--- config.mk ---
export PLATFORM = sky130hd
export DESIGN_NAME = uart_tx_buffer
export DESIGN_NICKNAME = d
export VERILOG_FILES = /design/src/rtl/uart_tx_buffer.sv
export SDC_FILE = /design/constraint.sdc
export NUM_CORES = 1
export LEC_CHECK = 0
export BUFFER_PORTS_ARGS = -buffer_cell sky130_fd_sc_hd__buf_4
export CAP_MARGIN = 20
export CORE_UTILIZATION = 59
export CTS_CLUSTER_SIZE = 25
export DETAILED_ROUTE_END_ITERATION = 10
export GPL_TIMING_DRIVEN = 0
export PLACE_DENSITY = 0.88
export SLEW_MARGIN = 20
export SYNTH_ARGS = -nofsm -noshare
export SYNTH_HDL_FRONTEND = slang
export SYNTH_SLANG_ARGS = --single-unit
export TNS_END_PERCENT = 100
--- constraint.sdc ---
create_clock -name clk -period 3.9 [get_ports clk]
set_input_delay 0 -clock clk [delete_from_list [all_inputs] [get_ports clk]]
set_output_delay 0 -clock clk [all_outputs]
set_load 0.02 [all_outputs]
--- src/rtl/uart_tx_buffer.sv ---
// uart_tx_buffer: byte FIFO between a core-side MMIO writer and a UART
// transmitter. A three-state handshake pops one byte whenever the
// transmitter is idle, presents it on tx_data and pulses tx_start once.
module uart_tx_buffer #(
    parameter int DEPTH = 16,
    parameter int CNT_W = 5
) (
    input  logic             clk,
    input  logic             rst,
    input  logic             wr_en,
    input  logic [7:0]       wr_data,
    output logic             full,
    output logic             empty,
    output logic [CNT_W-1:0] count,
    output logic             overflow,
    input  logic             clr_ovf,
    output logic             tx_start,
    output logic [7:0]       tx_data,
    input  logic             tx_ready
);

    localparam int PTR_W = $clog2(DEPTH);

    typedef enum logic [1:0] {
        S_IDLE      = 2'd0,
        S_WAIT_BUSY = 2'd1,
        S_WAIT_DONE = 2'd2
    } state_t;

    state_t             r_state;
    state_t             w_state_next;

    logic [7:0]         r_mem [DEPTH];
    logic [PTR_W-1:0]   r_wptr;
    logic [PTR_W-1:0]   r_rptr;
    logic [CNT_W-1:0]   r_count;
    logic [CNT_W-1:0]   w_count_next;
    logic               r_full;
    logic               r_empty;
    logic               r_overflow;
    logic               r_tx_start;
    logic [7:0]         r_tx_data;

    logic               w_wr;
    logic               w_ovf_ev;
    logic               w_pop;

    // Write acceptance, overflow detection and next occupancy.
    // A write into a full FIFO is dropped even when a pop frees a slot in
    // the same cycle, so acceptance looks only at the registered full flag.
    always_comb begin
        w_wr         = wr_en & ~r_full;
        w_ovf_ev     = wr_en & r_full;
        w_count_next = r_count;
        if (w_wr && !w_pop) begin
            w_count_next = r_count + CNT_W'(1);
        end else if (!w_wr && w_pop) begin
            w_count_next = r_count - CNT_W'(1);
        end
    end

    // FIFO storage; contents need no reset because pointers and count gate every read.
    always_ff @(posedge clk) begin
        if (w_wr) begin
            r_mem[r_wptr] <= wr_data;
        end
    end

    // Pointers, occupancy and registered full/empty flags.
    always_ff @(posedge clk or posedge rst) begin
        if (rst) begin
            r_wptr  <= '0;
            r_rptr  <= '0;
            r_count <= '0;
            r_empty <= 1'b1;
            r_full  <= 1'b0;
        end else begin
            if (w_wr) begin
                r_wptr <= r_wptr + PTR_W'(1);
            end
            if (w_pop) begin
                r_rptr <= r_rptr + PTR_W'(1);
            end
            r_count <= w_count_next;
            r_empty <= (w_count_next == '0);
            r_full  <= (w_count_next == CNT_W'(DEPTH));
        end
    end

    // Sticky overflow; a dropped write wins over a simultaneous clear.
    always_ff @(posedge clk or posedge rst) begin
        if (rst) begin
            r_overflow <= 1'b0;
        end else if (w_ovf_ev) begin
            r_overflow <= 1'b1;
        end else if (clr_ovf) begin
            r_overflow <= 1'b0;
        end
    end

    // Handshake state register.
    always_ff @(posedge clk or posedge rst) begin
        if (rst) begin
            r_state <= S_IDLE;
        end else begin
            r_state <= w_state_next;
        end
    end

    // Next state and pop decision: pop only from IDLE with data and an idle transmitter.
    always_comb begin
        w_state_next = r_state;
        w_pop        = 1'b0;
        case (r_state)
            S_IDLE: begin
                if (!r_empty && tx_ready) begin
                    w_pop        = 1'b1;
                    w_state_next = S_WAIT_BUSY;
                end
            end
            S_WAIT_BUSY: begin
                if (!tx_ready) begin
                    w_state_next = S_WAIT_DONE;
                end
            end
            S_WAIT_DONE: begin
                if (tx_ready) begin
                    w_state_next = S_IDLE;
                end
            end
            default: begin
                w_state_next = S_IDLE;
            end
        endcase
    end

    // Output register: start pulse follows each pop by one cycle, data held until the next pop.
    always_ff @(posedge clk or posedge rst) begin
        if (rst) begin
            r_tx_start <= 1'b0;
            r_tx_data  <= 8'h00;
        end else begin
            r_tx_start <= w_pop;
            if (w_pop) begin
                r_tx_data <= r_mem[r_rptr];
            end
        end
    end

    assign full     = r_full;
    assign empty    = r_empty;
    assign count    = r_count;
    assign overflow = r_overflow;
    assign tx_start = r_tx_start;
    assign tx_data  = r_tx_data;

endmodule
==> impl_metrics.toml, run 1 <==
[sta]
setup_slack_ns = 1.356
finalCritPeriodShare_pct = 65.23
clock_skew_ns = 0.01161
maxSlewViolCount = 0
fmax_mhz = 393.1
tightest_slew_ns = 0.8114
hold_viol = 0
fin_setup_tns_ns = 0
setup_violations = 0
rsz0062_at_grt = "false"
max_slew_margin_pct = 45.91
period_needed_ns = 2.544

[setup_path]
r2r_slack_ns = 1.36
cp-start-kind = "flop"
critPathRequiredTime_ns = 4.31
path_class = "flop to flop"
arrival_ns = 2.96
endpoint_kind = "flop"
path_max_fanout = 10

[synth]
synth_seq_area_share_pct = 73.17
netlist_instances = 336
yosysWarnings = 0
yosys.area.top_type = "edfxtp_1"
syn-cell-area_um2 = 6178
ys_seq_elements = 155
syn_nets = 356
synth_cell_types = 39
synthTopCellsByArea = "edfxtp_1, mux4_2, dfrtp_1"
synth.avg_cell_area_um2 = 18.39
yosysTopAreaCellShare_pct = 62.21

[place]
dpl_worst_slack_ns = 1.451
dpl.cell_count = 498
numPortBuffers = 29
gp_congestion = 0.8247
dp_hpwl_um = 7690

[hold_path]
hp-class = "primary input to asynchronous set/reset pin"

[clock_tree]
clkLatencyLatePin_ns = 0.54
clkSinkCount = 155
cts_tree = "yes"
numCtsBuffers = 17
clock_path_buffers = 2
cts-root-buf = "clkbuf_8"
clkTransAtPathRegs_ns = 0.07
cts_htree_levels = 4
post_cts_buffers = 0

[drt]
avgViaCountPerCell = 6.266
wl_per_cell_um = 23.85
drt_wl_total_um = 12930
final_antenna_net_count = 0
drc = 0
drt_pass1_iterations = 5
vias = 3396
drt_iter0_drc = 329

[finish]
area_delta_synth_final_pct = 17.42
fin_nets = 416
utilization_pct = 72.88
fin_cells = 542
drive_gt1_share_pct = 24.94
antenna_cells = 0

[grt]
grtUsageTotal_pct = 26.51
antenna_found_initial = 0
grt_max_degree = 28
grt.overflow.total = 0
grt_pass1_vias = 3604
grt_pass1_wl_um = 20270

[die]
ios = 30
core-area_um2 = 9955
initial_core_util_pct = 62.07
die_area_um2 = 10880
die_w_um = 104.3
rows = 36
dieHeight_um = 104.3

[pwr]
p_leak_nw = 2.540
pwr_density_cell_nw_per_um2 = 754.0
peakVddDrop_mv = 0.3872

[outcome]
status = "completed"

[job]
drv_cap = 0
report_power, final:
part           switching, mW  total, mW  internal, mW
combinational          0.957       1.67         0.716
sequential             0.159       2.22          2.06
clock                  0.705       1.57         0.870
synthesized netlist by cell type, drive strengths merged:
library cell and n:
nand4 2, nand2b 2, edfxtp 128, or4b 1
dfstp 1, nor4b 1, o211ai 1, a211oi 2
nand3 2, a22oi 1, o21ai 8, nor3 8
mux2 1, xnor2 11, buf 6, nor4 3
dfrtp 26, a31oi 3, inv 7, nor2b 3
and2 16, and2b 1, and3 2, a32oi 1
mux2i 16, nand2 10, nor3b 2, a21oi 11
nor2 12, o31ai 1, clkbuf 10, mux4 30
ha 7
per-stage QoR:
stage               hold slack (ns)  total power, mW  area (µm²)
finish                      0.09421            5.470        7254
global placement             0.1631            3.765        6563
detailed placement           0.1722            3.857        6563
global route                 0.1274            5.688        7254
floorplan                   0.05197            3.339        6178
CTS                         0.05776            5.467        7254
cells in the final DEF, fill, tap and decap left out, types with 3 or more instances in the layout:
master / Yosys / routed
nor2_1: 11 / 11
clkinvlp_4: 0 / 4
inv_1: 6 / 5
edfxtp_1: 128 / 128
dfrtp_1: 26 / 26
buf_4: 0 / 29
and2_1: 16 / 16
a31oi_1: 3 / 3
inv_6: 0 / 4
mux2i_1: 16 / 16
clkbuf_1: 10 / 10
nand2_1: 10 / 10
nor3_1: 8 / 8
buf_2: 3 / 3
xnor2_1: 11 / 11
ha_1: 7 / 7
mux4_2: 30 / 30
dlygate4sd3_1: 0 / 12
nor2b_1: 3 / 3
a21oi_1: 11 / 11
o21ai_0: 8 / 8
inv_8: 0 / 3
clkbuf_16: 0 / 16
per-layer routing:
| layer | track usage [%] | share of wire [%] | vias up |
|---|---|---|---|
| met1 | 33.39 | 38 | 1736 |
| li1 | - | - | 1433 |
| met2 | 42.81 | 52 | 189 |
| met4 | 15.10 | 3.7 | 0 |
| met3 | 5.890 | 7.0 | 38 |
| met5 | 0 | 0 | - |
registers in the layout (all words and copies together) (netlist names):
register,count
tx_start,1
r_wptr,4
r_mem,128
count,5
full,1
r_rptr,4
empty,1
r_state,2
tx_data,8
overflow,1
final cells by class:
cell class              instances  area [µm²]
clock buffers                  17       414.1
clock inverters                15       157.7
inverters                       7       26.28
flip-flops and latches        155        4521
well taps                     133       166.4
repair buffers                 41       337.8
multi-input cells             158        1560
fillers                       540        2700
plain buffers                  16       71.32
final timing paths:
| path | from | cells past startpoint | endpoint |
|---|---|---|---|
| setup / recovery | r_rptr[2] | 7 | tx_data[7] |
| hold / removal | rst | 3 | tx_data[0] |
| setup reg to reg | r_rptr[2] | 7 | tx_data[7] |
| hold reg to reg | r_state[1] | 1 | r_state[0] |
| max in group asynchronous | rst | 3 | overflow |
| min in group clk | wr_en | 5 | count[1] |
kinds of logic after synthesis:
| group | count (synthesis) | synth area share [%] |
|---|---|---|
| buf+inv | 23 | 1.580 |
| mux | 47 | 13.71 |
| xor+xnor | 11 | 1.559 |
| flops | 155 | 73.17 |
| fa+ha+maj | 7 | 1.418 |
| compound gates | 28 | 2.592 |
| simple gates | 65 | 5.974 |
repair_timing:
action,in CTS,in global routing
endpoints found under the hold margin,157,0
gates resized for setup,0,0
hold buffers,12,0
critical path, cell delays in order (launching register included):
cell      delay [ns]
dfrtp_1         0.34
clkbuf_1        0.44
clkbuf_1        0.56
mux4_2          0.41
mux2i_1         0.26
nor3_1          0.12
a21oi_1         0.17
o21ai_0         0.11
Power figures use the tool's default switching activity.
==> inputs of run 2 (changes only) <==
--- a/config.mk
+++ b/config.mk
@@ -5,6 +5,7 @@
 export SDC_FILE = /design/constraint.sdc
 export NUM_CORES = 1
 export LEC_CHECK = 0
+export ABC_AREA = 1
 export BUFFER_PORTS_ARGS = -buffer_cell sky130_fd_sc_hd__buf_4
 export CAP_MARGIN = 20
 export CORE_UTILIZATION = 59
==> constraint.sdc (replaced) <==
create_clock -name clk -period 2.5 [get_ports clk]
set_input_delay 0 -clock clk [delete_from_list [all_inputs] [get_ports clk]]
set_output_delay 0 -clock clk [all_outputs]
set_load 0.02 [all_outputs]
==> impl_metrics.toml, run 2 <==
[clock_tree]
clkSinkCount = 155
cts_htree_levels = 4
cts_tree = "yes"
postCtsHoldBufs = 13
clkTransAtPathRegs_ns = 0.06
clkLatencyLatePin_ns = 0.54
numCtsBuffers = 17
post_cts_buffers = 0
cts-root-buf = "clkbuf_8"
clock_path_buffers = 2
cts-resized-gates = 0

[pwr]
pwr_density_cell_nw_per_um2 = 1174
p_leak_nw = 3.033
fin_total_pwr_mw = 8.942
peakVddDrop_mv = 0.8238

[grt]
grt_pass1_vias = 4785
grt_pass1_wl_um = 24880
grtUsageTotal_pct = 30.19
grt.overflow.total = 0
antenna_found_initial = 0
grt_max_degree = 28

[finish]
largest_reg_flops = 128
utilization_pct = 70.27
drive_gt1_share_pct = 15.20
antenna_cells = 0
area_delta_synth_final_pct = 15.79
mostFrequentLayoutCells = "nand2_1, edfxtp_1, nand3_1, buf_4, nor2_1"
postLayoutCellArea_um2 = 7617
mostFrequentLayoutCell = "nand2_1"
fillCellCount = 684
regMostFlops = "r_mem"
fin_nets = 665

[synth]
yosys.area_share.simple_pct = 22.54
async_flop_share_pct = 17.42
synthTopCellsByArea = "edfxtp_1, nand2_1, dfrtp_1"
netlist_instances = 584
yosysMostFrequentCell = "nand2_1"
dominantRegCellSynth = "edfxtp_1"
synth_seq_area_share_pct = 68.71
ys_seq_elements = 155
yosys.area.top_type = "edfxtp_1"
synth_cell_types = 26
syn-cell-area_um2 = 6579
syn_nets = 604
synth_xor_area_share_pct = 1.065
synth_common_cells = "nand2_1, edfxtp_1, nand3_1"
synth_top_family_by_area = "simple AND/OR/NAND/NOR gates"
yosysWarnings = 0
synthAdderAreaFrac_pct = 1.331
synthMuxAreaShare_pct = 0
synth.avg_cell_area_um2 = 11.27
yosysTopAreaCellShare_pct = 58.43
synth_edf_count = 128
synth-compound-area-share_pct = 1.712

[setup_path]
r2r_slack_ns = 0.41
reg2regPathDepth = 6
timing.rr.start = "full"
cp-start-kind = "flop"
cp-endpoint = "r_mem[2][5]"
arrival_ns = 2.25
critPathRequiredTime_ns = 2.66
path_max_fanout = 10
endpoint_kind = "flop"
path_class = "flop to flop"
r2r_end = "r_mem[2][5]"
critPathLaunch = "full"

[sta]
setup_violations = 0
hold_viol = 0
max_slew_margin_pct = 39.09
period_needed_ns = 2.088
rsz0062_at_grt = "false"
finalCritPeriodShare_pct = 83.53
tightest_slew_ns = 0.9102
clock_skew_ns = 0.009489
maxSlewViolCount = 0
fin_setup_tns_ns = 0
fmax_mhz = 478.8

[die]
die_area_um2 = 11580
rows = 38
dieHeight_um = 107.6
core-area_um2 = 10840
initial_core_util_pct = 60.69
die_w_um = 107.6
ios = 30

[place]
gp_congestion = 0.9361
numPortBuffers = 29
dpl-instance-area_um2 = 6972
dp_hpwl_um = 10080

[drt]
drc = 0
drt_iter0_drc = 673
drt_wl_total_um = 16340
avgViaCountPerCell = 6.045
vias = 4824
final_antenna_net_count = 0
drt_pass1_iterations = 7
wl_per_cell_um = 20.48

[job]
drv_cap = 0

[outcome]
status = "completed"

[hold_path]
hp-class = "primary input to asynchronous set/reset pin"
-- run 2: cell types whose count changed after synthesis, moves of 8 or more --
cell	before	now
clkbuf_1	10	2
nor2_1	11	30
xnor2_1	11	0
inv_1	6	20
nor3_1	8	0
mux2i_1	16	0
xor2_1	0	8
nand2_1	10	188
and2_1	16	0
nand3_1	2	104
buf_2	3	11
mux4_2	30	0
-- run 2: cell families (layout without fill, tap and decap cells) --
kind of cell | after synthesis | count (layout)
buffers and inverters | 56 | 130
flip-flops | 155 | 155
adder cells (fa/ha/maj) | 7 | 7
AO/OA/AOI/OAI | 22 | 22
AND/OR/NAND/NOR | 336 | 336
XOR/XNOR | 8 | 8
-- run 2: how the worst min path moves through the flow --
stage / startpoint / end / depth (start not counted)
after global placement: clr_ovf / overflow / 2
final: rst / full / 3
after global routing: rst / overflow / 3
after CTS: tx_ready / r_state[1] / 5
after detailed placement: clr_ovf / overflow / 2
after floorplan: rst / count[0] / 1
-- run 2: area by class of cell --
| type | instances | area (µm²) | area share (%) |
|---|---|---|---|
| Sequential cell | 155 | 4521 | 59.35 |
| Buffer | 28 | 197.7 | 2.595 |
| Clock inverter | 14 | 97.59 | 1.281 |
| Multi-Input combinational cell | 373 | 1753 | 23.01 |
| Timing Repair Buffer | 42 | 347.8 | 4.566 |
| Inverter | 28 | 107.6 | 1.413 |
| Tap cell | 140 | 175.2 | 2.300 |
| Clock buffer | 18 | 417.9 | 5.486 |
-- run 2: report_power, final --
group	internal (mW)	switching (mW)	total [mW]
Combinational	1.05	2.21	3.26
Sequential	3.20	0.225	3.42
Clock	1.22	1.04	2.26
Total	5.47	3.47	8.94
-- run 2: stage by stage --
| step | setup WS [ns] | instances | hold WS [ns] |
|---|---|---|---|
| final | 0.4116 | 798 | 0.1023 |
| after global routing | 0.3174 | 798 | 0.1505 |
| after CTS | 0.4674 | 798 | 0.2817 |
| after detailed placement | 0.4993 | 753 | 0.2410 |
| after global placement | 0.6344 | 753 | 0.1888 |
| after floorplan | 0.8196 | 584 | 0.05197 |
-- run 2: worst max-delay path, stage by stage (launching register included) --
cell and delay (ns):
dfrtp_1 0.41, inv_2 0.08, nand2_4 0.09, inv_4 0.09, buf_6 0.14, nand2_1 0.16, nor2_1 0.73
-- run 2: routing by layer --
layer | share of wire, % | track usage (%) | wire [µm] | vias to the layer above
met4 | 4.1 | 14.68 | 673 | 0
met3 | 12 | 8.535 | 1937 | 70
li1 | - | - | - | 2115
met1 | 35 | 38.37 | 5707 | 2254
met2 | 49 | 47.89 | 8026 | 385
met5 | 0 | 0 | 0 | -
